[config.mk]
export PLATFORM = sky130hd
export DESIGN_NAME = fifo_wr_arbiter
export DESIGN_NICKNAME = d
export VERILOG_FILES = /design/src/rtl/fifo_wr_arbiter.sv
export SDC_FILE = /design/constraint.sdc
export NUM_CORES = 1
export LEC_CHECK = 0
export CAP_MARGIN = 20
export CORE_UTILIZATION = 33
export DETAILED_ROUTE_END_ITERATION = 10
export MAX_ROUTING_LAYER = met4
export PLACE_DENSITY = 0.83
export SLEW_MARGIN = 20
export SYNTH_ARGS = -nofsm -noshare
export SYNTH_HDL_FRONTEND = slang
export SYNTH_SLANG_ARGS = --single-unit
[constraint.sdc]
create_clock -name clock -period 2.1 [get_ports clock]
set_input_delay 0.21 -clock clock [delete_from_list [all_inputs] [get_ports clock]]
set_output_delay 0.21 -clock clock [all_outputs]
set_load 0.03 [all_outputs]
[src/rtl/fifo_wr_arbiter.sv]
// Round-robin arbiter sharing one FIFO write port among NUM_REQ producers.
// Grants bursts of up to MAX_BURST beats and tags each beat with its source ID.
module fifo_wr_arbiter #(
   parameter int NUM_REQ   = 4,
   parameter int WIDTH     = 32,
   parameter int MAX_BURST = 4,
   localparam int ID_W     = $clog2(NUM_REQ)
) (
   input  logic                     clock,
   input  logic                     rstn,
   input  logic [NUM_REQ-1:0]       req_valid,
   input  logic [NUM_REQ-1:0]       req_last,
   input  logic [NUM_REQ*WIDTH-1:0] req_data,
   output logic [NUM_REQ-1:0]       req_ready,
   output logic                     fifo_wr_en,
   output logic [ID_W+WIDTH-1:0]    fifo_wr_data,
   input  logic                     fifo_full,
   input  logic                     fifo_almost_full,
   output logic                     busy,
   output logic [ID_W-1:0]          grant_id,
   output logic [15:0]              burst_count
);
   localparam int BC_W = $clog2(MAX_BURST + 1);

   typedef enum logic {IDLE, BURST} state_t;

   state_t            state_reg, state_next;
   logic [ID_W-1:0]   grant_id_reg, grant_id_next;
   logic [ID_W-1:0]   last_grant_reg, last_grant_next;
   logic [BC_W-1:0]   beat_cnt_reg, beat_cnt_next;
   logic [15:0]       burst_count_reg, burst_count_next;

   logic [WIDTH-1:0]  payload [NUM_REQ];
   logic [2*NUM_REQ-1:0] rot_valid;
   logic [ID_W:0]     rot_amt;
   logic [ID_W-1:0]   rr_winner;
   logic              rr_found;
   int                rr_sum;
   logic              beat;
   logic              beat_ends_burst;

   generate
      for (genvar gi = 0; gi < NUM_REQ; gi++) begin : g_unpack
         assign payload[gi] = req_data[gi*WIDTH +: WIDTH];
      end
   endgenerate

   // Rotate the valid vector so bit j corresponds to requester last_grant+1+j.
   assign rot_amt   = {1'b0, last_grant_reg} + (ID_W+1)'(1);
   assign rot_valid = {req_valid, req_valid} >> rot_amt;

   always_comb begin
      rr_winner = last_grant_reg;
      rr_found  = 1'b0;
      rr_sum    = 0;
      for (int j = NUM_REQ - 1; j >= 0; j--) begin
         if (rot_valid[j]) begin
            rr_sum = int'(last_grant_reg) + 1 + j;
            if (rr_sum >= NUM_REQ) begin
               rr_sum = rr_sum - NUM_REQ;
            end
            rr_winner = ID_W'(rr_sum);
            rr_found  = 1'b1;
         end
      end
   end

   assign beat            = (state_reg == BURST) && req_valid[grant_id_reg] && !fifo_full;
   assign beat_ends_burst = req_last[grant_id_reg] || (beat_cnt_reg == BC_W'(MAX_BURST - 1));

   always_ff @(posedge clock or negedge rstn) begin
      if (!rstn) begin
         state_reg       <= IDLE;
         grant_id_reg    <= '0;
         last_grant_reg  <= ID_W'(NUM_REQ - 1);
         beat_cnt_reg    <= '0;
         burst_count_reg <= '0;
      end else begin
         state_reg       <= state_next;
         grant_id_reg    <= grant_id_next;
         last_grant_reg  <= last_grant_next;
         beat_cnt_reg    <= beat_cnt_next;
         burst_count_reg <= burst_count_next;
      end
   end

   always_comb begin
      state_next       = state_reg;
      grant_id_next    = grant_id_reg;
      last_grant_next  = last_grant_reg;
      beat_cnt_next    = beat_cnt_reg;
      burst_count_next = burst_count_reg;
      case (state_reg)
         IDLE: begin
            if (rr_found && !fifo_almost_full) begin
               grant_id_next = rr_winner;
               beat_cnt_next = '0;
               state_next    = BURST;
            end
         end
         BURST: begin
            if (beat) begin
               if (beat_ends_burst) begin
                  state_next       = IDLE;
                  last_grant_next  = grant_id_reg;
                  burst_count_next = burst_count_reg + 16'd1;
               end else begin
                  beat_cnt_next = beat_cnt_reg + BC_W'(1);
               end
            end else if (!req_valid[grant_id_reg]) begin
               // Releasing before any beat leaves the pointer where it was.
               state_next = IDLE;
               if (beat_cnt_reg != '0) begin
                  last_grant_next  = grant_id_reg;
                  burst_count_next = burst_count_reg + 16'd1;
               end
            end
         end
         default: state_next = IDLE;
      endcase
   end

   always_comb begin
      req_ready    = '0;
      fifo_wr_en   = 1'b0;
      fifo_wr_data = '0;
      busy         = 1'b0;
      if (state_reg == BURST) begin
         busy                    = 1'b1;
         req_ready[grant_id_reg] = !fifo_full;
         fifo_wr_en              = beat;
         if (beat) begin
            fifo_wr_data = {grant_id_reg, payload[grant_id_reg]};
         end
      end
   end

   assign grant_id    = grant_id_reg;
   assign burst_count = burst_count_reg;

endmodule

# --- Word level (Yosys, flattened, before mapping) ---
# Index checks and enable logic that the tools add are counted.
word_totals:
  in_bits: 140
  wordCells: 88
  out_inout_bits: 58
  ff_bits: 24
op_classes:
  n_lt_le_gt_ge: 7
  muxes: 43
  bitwise: 3
  n_eq_ne: 6
  add_sub_neg: 11
  shifts: 1
  n_reduce_logical: 12
ops:
  columns: ["operator", "n"]
  rows:
  - ["$mux 34", 2]
  - ["$bmux 32 s2", 1]
  - ["$mux 16", 4]
  - ["$mux 32", 2]
  - ["$mux 2", 12]
  - ["$add 16x1->16 const B", 1]
  - ["$mux 1", 13]
  - ["$ge 4x3->1 const B", 3]
  - ["$mux 3", 3]
  - ["$add 3x2->4 const B", 2]
  - ["$shr 8x3->4", 1]
  - ["$sub 2x1->2 const B", 4]
  - ["$add 2x1->3 const B", 2]
  - ["$ge 3x3->1 const B", 2]
  - ["$ne 2x2->1 const B", 3]
  - ["$pmux 3 s2", 1]
  - ["$add 3x1->4 const B", 1]
  - ["$and 4x4->4", 1]
  - ["$bmux 1 s2", 2]
  - ["$logic_and 1x1->1", 4]
  - ["$mux 4", 1]
  - ["$ne 2x1->1 const B", 2]
  - ["$reduce_and 4->1", 1]
  - ["$add 3x1->3 const B", 1]
  - ["13 further kinds", 14]

# --- Logic depth before layout (Yosys ltp) ---
logic_depth:
  ltp_word: 9
  depth_mapped: 8
  depth_no_buf: 7

# --- Worst setup path before layout ---
# OpenSTA, ideal clock, no wires.
synth_path:
  path_type: "flip-flop to output port"
  startpoint: "register grant_id_reg[0] (netlist: grant_id[0])"
  endpoint: "output port fifo_wr_data[10]"
  slack_ns: -0.168
  t_arrival_ns: 2.058
  path_buffers: 3
  required_ns: 1.890
  path_stages_with_launch: 6
  cell_sequence: "dfrtp_1 buf_6 buf_2 buf_2 mux4_2 and3_1"
synth_via:
  elab_chain_len: 6
  word_cells_on_any_way: 10
  classes_between: "7 x mux; 1 x bitwise; 2 x reduce/logical"
synth_lines:
  columns: ["element", "line_no", "text"]
  rows:
  - ["start, declared", "28", "logic [ID_W-1:0] grant_id_reg, grant_id_next;"]
  - ["start signal, assigned", "80", "grant_id_reg <= grant_id_next;"]
  - ["$not 2->3 (implied by the code) or $bmux 1 s2 (tied branches)", "133, 68", null]
  - ["$bmux 32 s2 or $mux 1 (tied branches)", "133, 68", null]
  - ["$mux 32 (implied by the code) or $logic_and 1x1->1 (tied branches) (2 in series)", "133, 68", null]
  - ["$mux 34 *", "132", "if (beat) begin"]
  - ["$mux 34 *", "128", "if (state_reg == BURST) begin"]
  - ["end, declared", "16", "output logic [ID_W+WIDTH-1:0] fifo_wr_data,"]
# Every way passes the cells marked *; elsewhere a longest branch is shown, timed or not. The select of a mux whose other input is x is not followed.

# --- Worst setup path after layout ---
layout_path:
  startpoint: "register beat_cnt_reg[0]"
  endpoint: "register burst_count_reg[14] (netlist: burst_count[14])"
layout_via:
  elab_chain_len: 4
  word_cells_on_any_way: 6
  classes_between: "2 x eq/ne; 4 x reduce/logical"
layout_lines:
  columns: ["element", "line_no", "text"]
  rows:
  - ["start, declared", "30", "logic [BC_W-1:0] beat_cnt_reg, beat_cnt_next;"]
  - ["start signal, assigned", "82", "beat_cnt_reg <= beat_cnt_next;"]
  - ["$eq 3x2->1", "69", "assign beat_ends_burst = req_last[grant_id_reg] || (beat_cnt_reg == BC_W'(MAX_BURST - 1));"]
  - ["$logic_or 1x1->1", "69", null]
  - ["$ne 2x1->1 (no line)", null, null]
  - ["$reduce_and 4->1 (no line) *", null, null]
  - ["end signal, assigned", "83", "burst_count_reg <= burst_count_next;"]
  - ["end, declared", "31", "logic [15:0] burst_count_reg, burst_count_next;"]
# Every way passes the cells marked *; elsewhere a longest branch is shown, timed or not.
# A chain may end at the register's enable or synchronous reset.

==> flow_summary.ini <==
[critical_path]
crit_required_ns = 2.30
start_kind = register
timing.rr.end = burst_count[14]
path_max_fanout = 9
regToRegSetupSlack_ns = -0.06
cpLargestDelayFamily = compound AO/OA/AOI/OAI gates
r2r-start = beat_cnt_reg[0]
worstPathArrival_ns = 2.37
endpoint_kind = register
path_class = reg2reg
rr_worst_depth = 7
crit_chain = ha_1, ha_2, nor2_1, a221oi_4, o2111ai_4, nor4_2, xor2_1
crit_buf_inv = 0
slowest_delay_ns = 0.43
slowest_stage = a221oi_4

[floorplan]
die_width_um = 86.1
ioPinCount = 198
die_h_um = 86.1
rows = 30
start_util_pct = 34.3
core_region_area_sq_mm = 0.00679
die_area_sq_mm = 0.00741

[logic_synthesis]
synth-main-ff-cell = dfrtp_1
synthCells = 216
synth_commonest_cells = 33 x and3_1, 33 x mux4_2, 22 x dfrtp_1
synth.distinct_cells = 34
synth-edff-count = 0
synth.avg_cell_area_sq_um = 10.8
synth_top_area_share_pct = 31.8
ys_seq_area_share_pct = 25.8
synthMuxAreaShare_pct = 35.8
synth.ff_latch_count = 24
synth.area.top_cells = mux4_2 32%, dfrtp_1 24%, and3_1 8.8%
synth_compound_area_share_pct = 5.90
async_flop_share_pct = 100
syn_nets = 360
syn_area_sq_mm = 0.00233
ys_warn_count = 0
yosys.area.top_type = mux4_2
synth_top_family_by_area = multiplexers
synth_xor_area_share_pct = 5.63
yosys.area_share.simple_pct = 19.3
synthAdderAreaFrac_pct = 2.14

[finish]
final_core_util_pct = 68.9
layout-drive-gt1-share_pct = 30.6
largest_register_ff_count = 16
fin_nets = 577
syn_to_final_growth_pct = 101
antenna_cells = 0

[power_and_ir_drop]
report.power.total_mw = 4.43
peakVddDrop_mv = 0.896
power_per_cell_area_mw_per_mm2 = 946
p_leak_nw = 2.09

[flow_run]
cap_violations = 0

[place]
numPortBuffers = 197
gp_congestion = 0.825
dpl.hpwl_um = 7500

[global_routing]
grt_pass1_wl_um = 14500
grt_max_degree = 34
grt.overflow.total = 0
grt_use_total_pct = 26.3
antenna_found_initial = 0
grt_pass1_vias = 2878

[cts]
root_buffer = clkbuf_8
clkTransAtPathRegs_ns = 0.09
cts_max_level = 1
cts_buffers = 3
clkSinkCount = 24
holdBufCountCts = 0
tritoncts = done
clk_path_buf_depth = 2
clk_latency_ns = 0.27

[timing]
relSlewSlack_pct = 71.4
tightestPinTransition_ns = 0.417
fmax_mhz = 462
period_needed_ns = 2.16
fin_crit_sh_pct = 103
finalHoldViolCount = 0
tns_ns = -0.384
finalSetupViolCount = 12
skew_ns = 0.00606
slew_viol_final = 0
rsz0062_at_grt = yes
layout_setup_ws_ns = -0.0649
fin_hold_ws_ns = 0.287

[routing]
drc = 0
vias_per_cell = 5.18
vias = 2733
routed_wl_um = 10000
drt_iter0_markers = 57
drtPass1Iterations = 4
wire_per_inst_um = 19.0
ant_nets = 0

[run_status]
violations = negative setup slack
status = finished with violations

[min_path]
hp-class = in2async
==> worst max path at each step <==
stage                     from               end  slack [ns]  cells after the start
3_3_place_gp      req_valid[0]   fifo_wr_data[2]       -0.25                      5
2_1_floorplan      grant_id[0]    burst_count[1]       -0.02                      5
6_report       beat_cnt_reg[0]   burst_count[14]       -0.06                      7
5_1_grt        beat_cnt_reg[0]   burst_count[14]       -0.17                      7
4_1_cts            grant_id[0]    burst_count[1]       -0.05                      5
3_5_place_dp      req_valid[0]  fifo_wr_data[29]       -0.25                      5
==> per-layer routing <==
| metal | GRT usage (%) | vias to the layer above | part of all wire (%) |
|---|---|---|---|
| met5 | - | - | 0 |
| met3 | 2.89 | 24 | 5.9 |
| met1 | 30.6 | 1329 | 38 |
| met4 | 11.4 | 0 | 3.2 |
| li1 | - | 1250 | - |
| met2 | 45.7 | 130 | 53 |
==> layout by cell type, fill, tap and decap left out, drive strengths merged, types with 2 or more instances in the layout <==
cell type and count:
inv 11, nor3 7, clkdlybuf4s50 157, mux2 2
clkbuf 5, xor2 11, xnor2 4, a21oi 2
nor2 15, nor4 3, o21ai 7, a221oi 2
dfrtp 22, nand2b 2, mux2i 7, buf 69
mux4 33, nor2b 2, dfstp 2, and3 33
nand2 16, ha 4, nand3 5
==> cell families (layout without fill, tap and decap cells) <==
group / Yosys count / after routing
AND/OR/NAND/NOR: 86 / 86
multiplexers: 42 / 42
buffers and inverters: 28 / 244
flip-flops: 24 / 24
AO/OA/AOI/OAI: 17 / 17
XOR/XNOR: 15 / 15
adder cells (fa/ha/maj): 4 / 4
==> report_power, final <==
| group | internal, mW | leakage (nW) | total, mW | switching, mW |
|---|---|---|---|---|
| registers | 0.574 | 0.297 | 0.734 | 0.159 |
| clock network | 0.255 | 0.0357 | 0.413 | 0.158 |
| logic | 1.73 | 1.76 | 3.28 | 1.55 |
| total | 2.56 | 2.09 | 4.43 | 1.87 |
==> cell type report <==
cell class	instances	area (sq um)
multi-input cells	164	1680
clock inverters	1	30.0
clock buffers	3	41.3
flip-flops and latches	24	606
repair buffers	229	2160
fillers	535	2110
well taps	96	120
inverters	11	41.3
==> worst register-to-register path: stages (launching register included) <==
cell and delay [ns]:
dfrtp_1 0.41, ha_1 0.17, ha_2 0.19, nor2_1 0.09
a221oi_4 0.43, o2111ai_4 0.26, nor4_2 0.39, xor2_1 0.17
==> repair_timing <==
action / CTS / global route
buffers inserted: 5 / 1
endpoints found under the setup margin: 41 / 51
pin swaps: 2 / 4
gates resized for setup: 165 / 13
gates cloned: 1 / 2
==> metrics by stage <==
stage | setup WS, ns | area [sq um] | cells
6_report | -0.0649 | 4680 | 528
3_5_place_dp | -0.252 | 4580 | 515
4_1_cts | -0.0474 | 4570 | 525
5_1_grt | -0.169 | 4680 | 528
3_3_place_gp | -0.253 | 4580 | 515
2_1_floorplan | -0.0208 | 2370 | 216
No activity file was read; power rests on OpenSTA's default activity.
==> variant (same settings) <==
`NUM_REQ`: 4 -> 2.
--- a/src/rtl/fifo_wr_arbiter.sv
+++ b/src/rtl/fifo_wr_arbiter.sv
@@ -1,7 +1,7 @@
 // Round-robin arbiter sharing one FIFO write port among NUM_REQ producers.
 // Grants bursts of up to MAX_BURST beats and tags each beat with its source ID.
 module fifo_wr_arbiter #(
-   parameter int NUM_REQ   = 4,
+   parameter int NUM_REQ   = 2,
    parameter int WIDTH     = 32,
    parameter int MAX_BURST = 4,
    localparam int ID_W     = $clog2(NUM_REQ)
Ports: changed (6 resized); port bits go from 198 to 126. No check against the original RTL was run, so the function may have changed too.
==> variant against the original RTL <==
Power fell by 45%; die area shrank 27%; wire length decreased by 45%; clock power is 27% lower; worst setup slack better by 160 ps; fmax rose by 8.0%; final area is 36% lower; utilization decreased by 6.3 points; first-iteration DRC count fell by 49%; sequential cell count is 2 lower; synthesized area decreased by 28%; largest power group unchanged; highest routed layer unchanged.
==> variant: results (changes against the original RTL) <==
run status=finished, final reports clean (was finished, violations left); largest net degree at the start of global routing=31 (was 34); setup ws final=95.0 ps (was -64.9 ps); vias in the first global route=1,754 (was 2,878); drt wl/cell=14.6 microns (was 19.0 microns); M2 GR Usage=0.371 (was 0.457); synth top area cells=dfrtp_1, mux2i_1, nor2_1 (was mux4_2, dfrtp_1, and3_1); M1 wire length=2.14 mm (was 3.84 mm); cell count after placement=373 (was 515); Worst Setup EP=grant_id (was burst_count[14]); overall routing resource usage=0.209 (was 0.263); detailed placer's ending HPWL=4.48 mm (was 7.50 mm); syn_nets=259 (was 360); CTS-repair resized insts=1 (was 165); power of the sequential group=0.682 mW (was 0.734 mW); crit-path max FO=30 (was 9); worst reg-to-reg setup slack=170 ps (was -60 ps); routability cong.=0.790 (was 0.825); Yosys warnings=0 (unchanged); Multi-input gate area=1060 sq um (was 1680 sq um); WHS=289 ps (was 287 ps); depth of the most critical reg-to-reg path=4 (was 7); 1st-iter DRT viols=29 (was 57); number of post-CTS setup repair buffers=0 (was 5); Leakage=1.38 nW (was 2.09 nW); Mapped Avg Cell Area=9.20 sq um (was 10.8 sq um); met2 wire len=2.66 mm (was 5.29 mm); met1 Usage GRT=0.225 (was 0.306); share of cells above drive strength 1=0.197 (was 0.306); Layout Skew=1.88 ps (was 6.06 ps); VDD IR max=0.000745 V (was 0.000896 V); antenna viol nets, final=0 (unchanged); vias per cell=4.86 (was 5.18); Unique masters post-synth=31 (was 34); CP arrival=1800 ps (was 2370 ps); Sw Pwr=1.06 mW (was 1.87 mW); dpl cell area=2950 sq um (was 4580 sq um); clock root cell=clkbuf_8 (unchanged); first-pass GRT wire length=8.51 mm (was 14.5 mm); measured slew at the worst slew-check pin=552 ps (was 417 ps); launch point of the worst reg-to-reg path=grant_id (was beat_cnt_reg[0]); FF-to-FF End=burst_count[15] (was burst_count[14]); Final Non-Filler Cells=377 (was 528); Clock power frac=0.123 (was 0.093); sequential area share after synthesis=0.328 (was 0.258); M3 GR Usage=0.0412 (was 0.0289); Post-synth top cells=mux2i_1, nor2_1, dfrtp_1, xor2_1, inv_1 (was and3_1, mux4_2, dfrtp_1, nand2_1, nor2_1); nets@finish=387 (was 577); Placement Setup Slack=-55.4 ps (was -252 ps)
## variant: changes by cell type after synthesis, sizes merged, moves of 7 or more
cell,change
mux4,-33
and3,-31
mux2i,+28
nor2,+20
nand2,-7
## variant: final cells by class
type,count,area share
Tap cell,67,0.0278
Multi-Input combinational cell,141,0.350
Inverter,10,0.0124
Sequential cell,22,0.183
Clock buffer,4,0.0182
Timing Repair Buffer,133,0.408
## variant: logic make-up (layout without fill, tap and decap cells)
| kind of cell | Yosys count | count (layout) | share of synthesized area |
|---|---|---|---|
| buf+inv | 20 | 147 | 0.0491 |
| mux | 39 | 39 | 0.237 |
| flops | 22 | 22 | 0.328 |
| xor+xnor | 15 | 15 | 0.0781 |
| fa+ha+maj | 4 | 4 | 0.0297 |
| simple gates | 63 | 63 | 0.166 |
| compound gates | 20 | 20 | 0.112 |
## variant: worst max-delay path, cell delays in order (launching register included)
cell	delay, ps
dfrtp_2	460
buf_6	340
clkdlybuf4s50_1	740
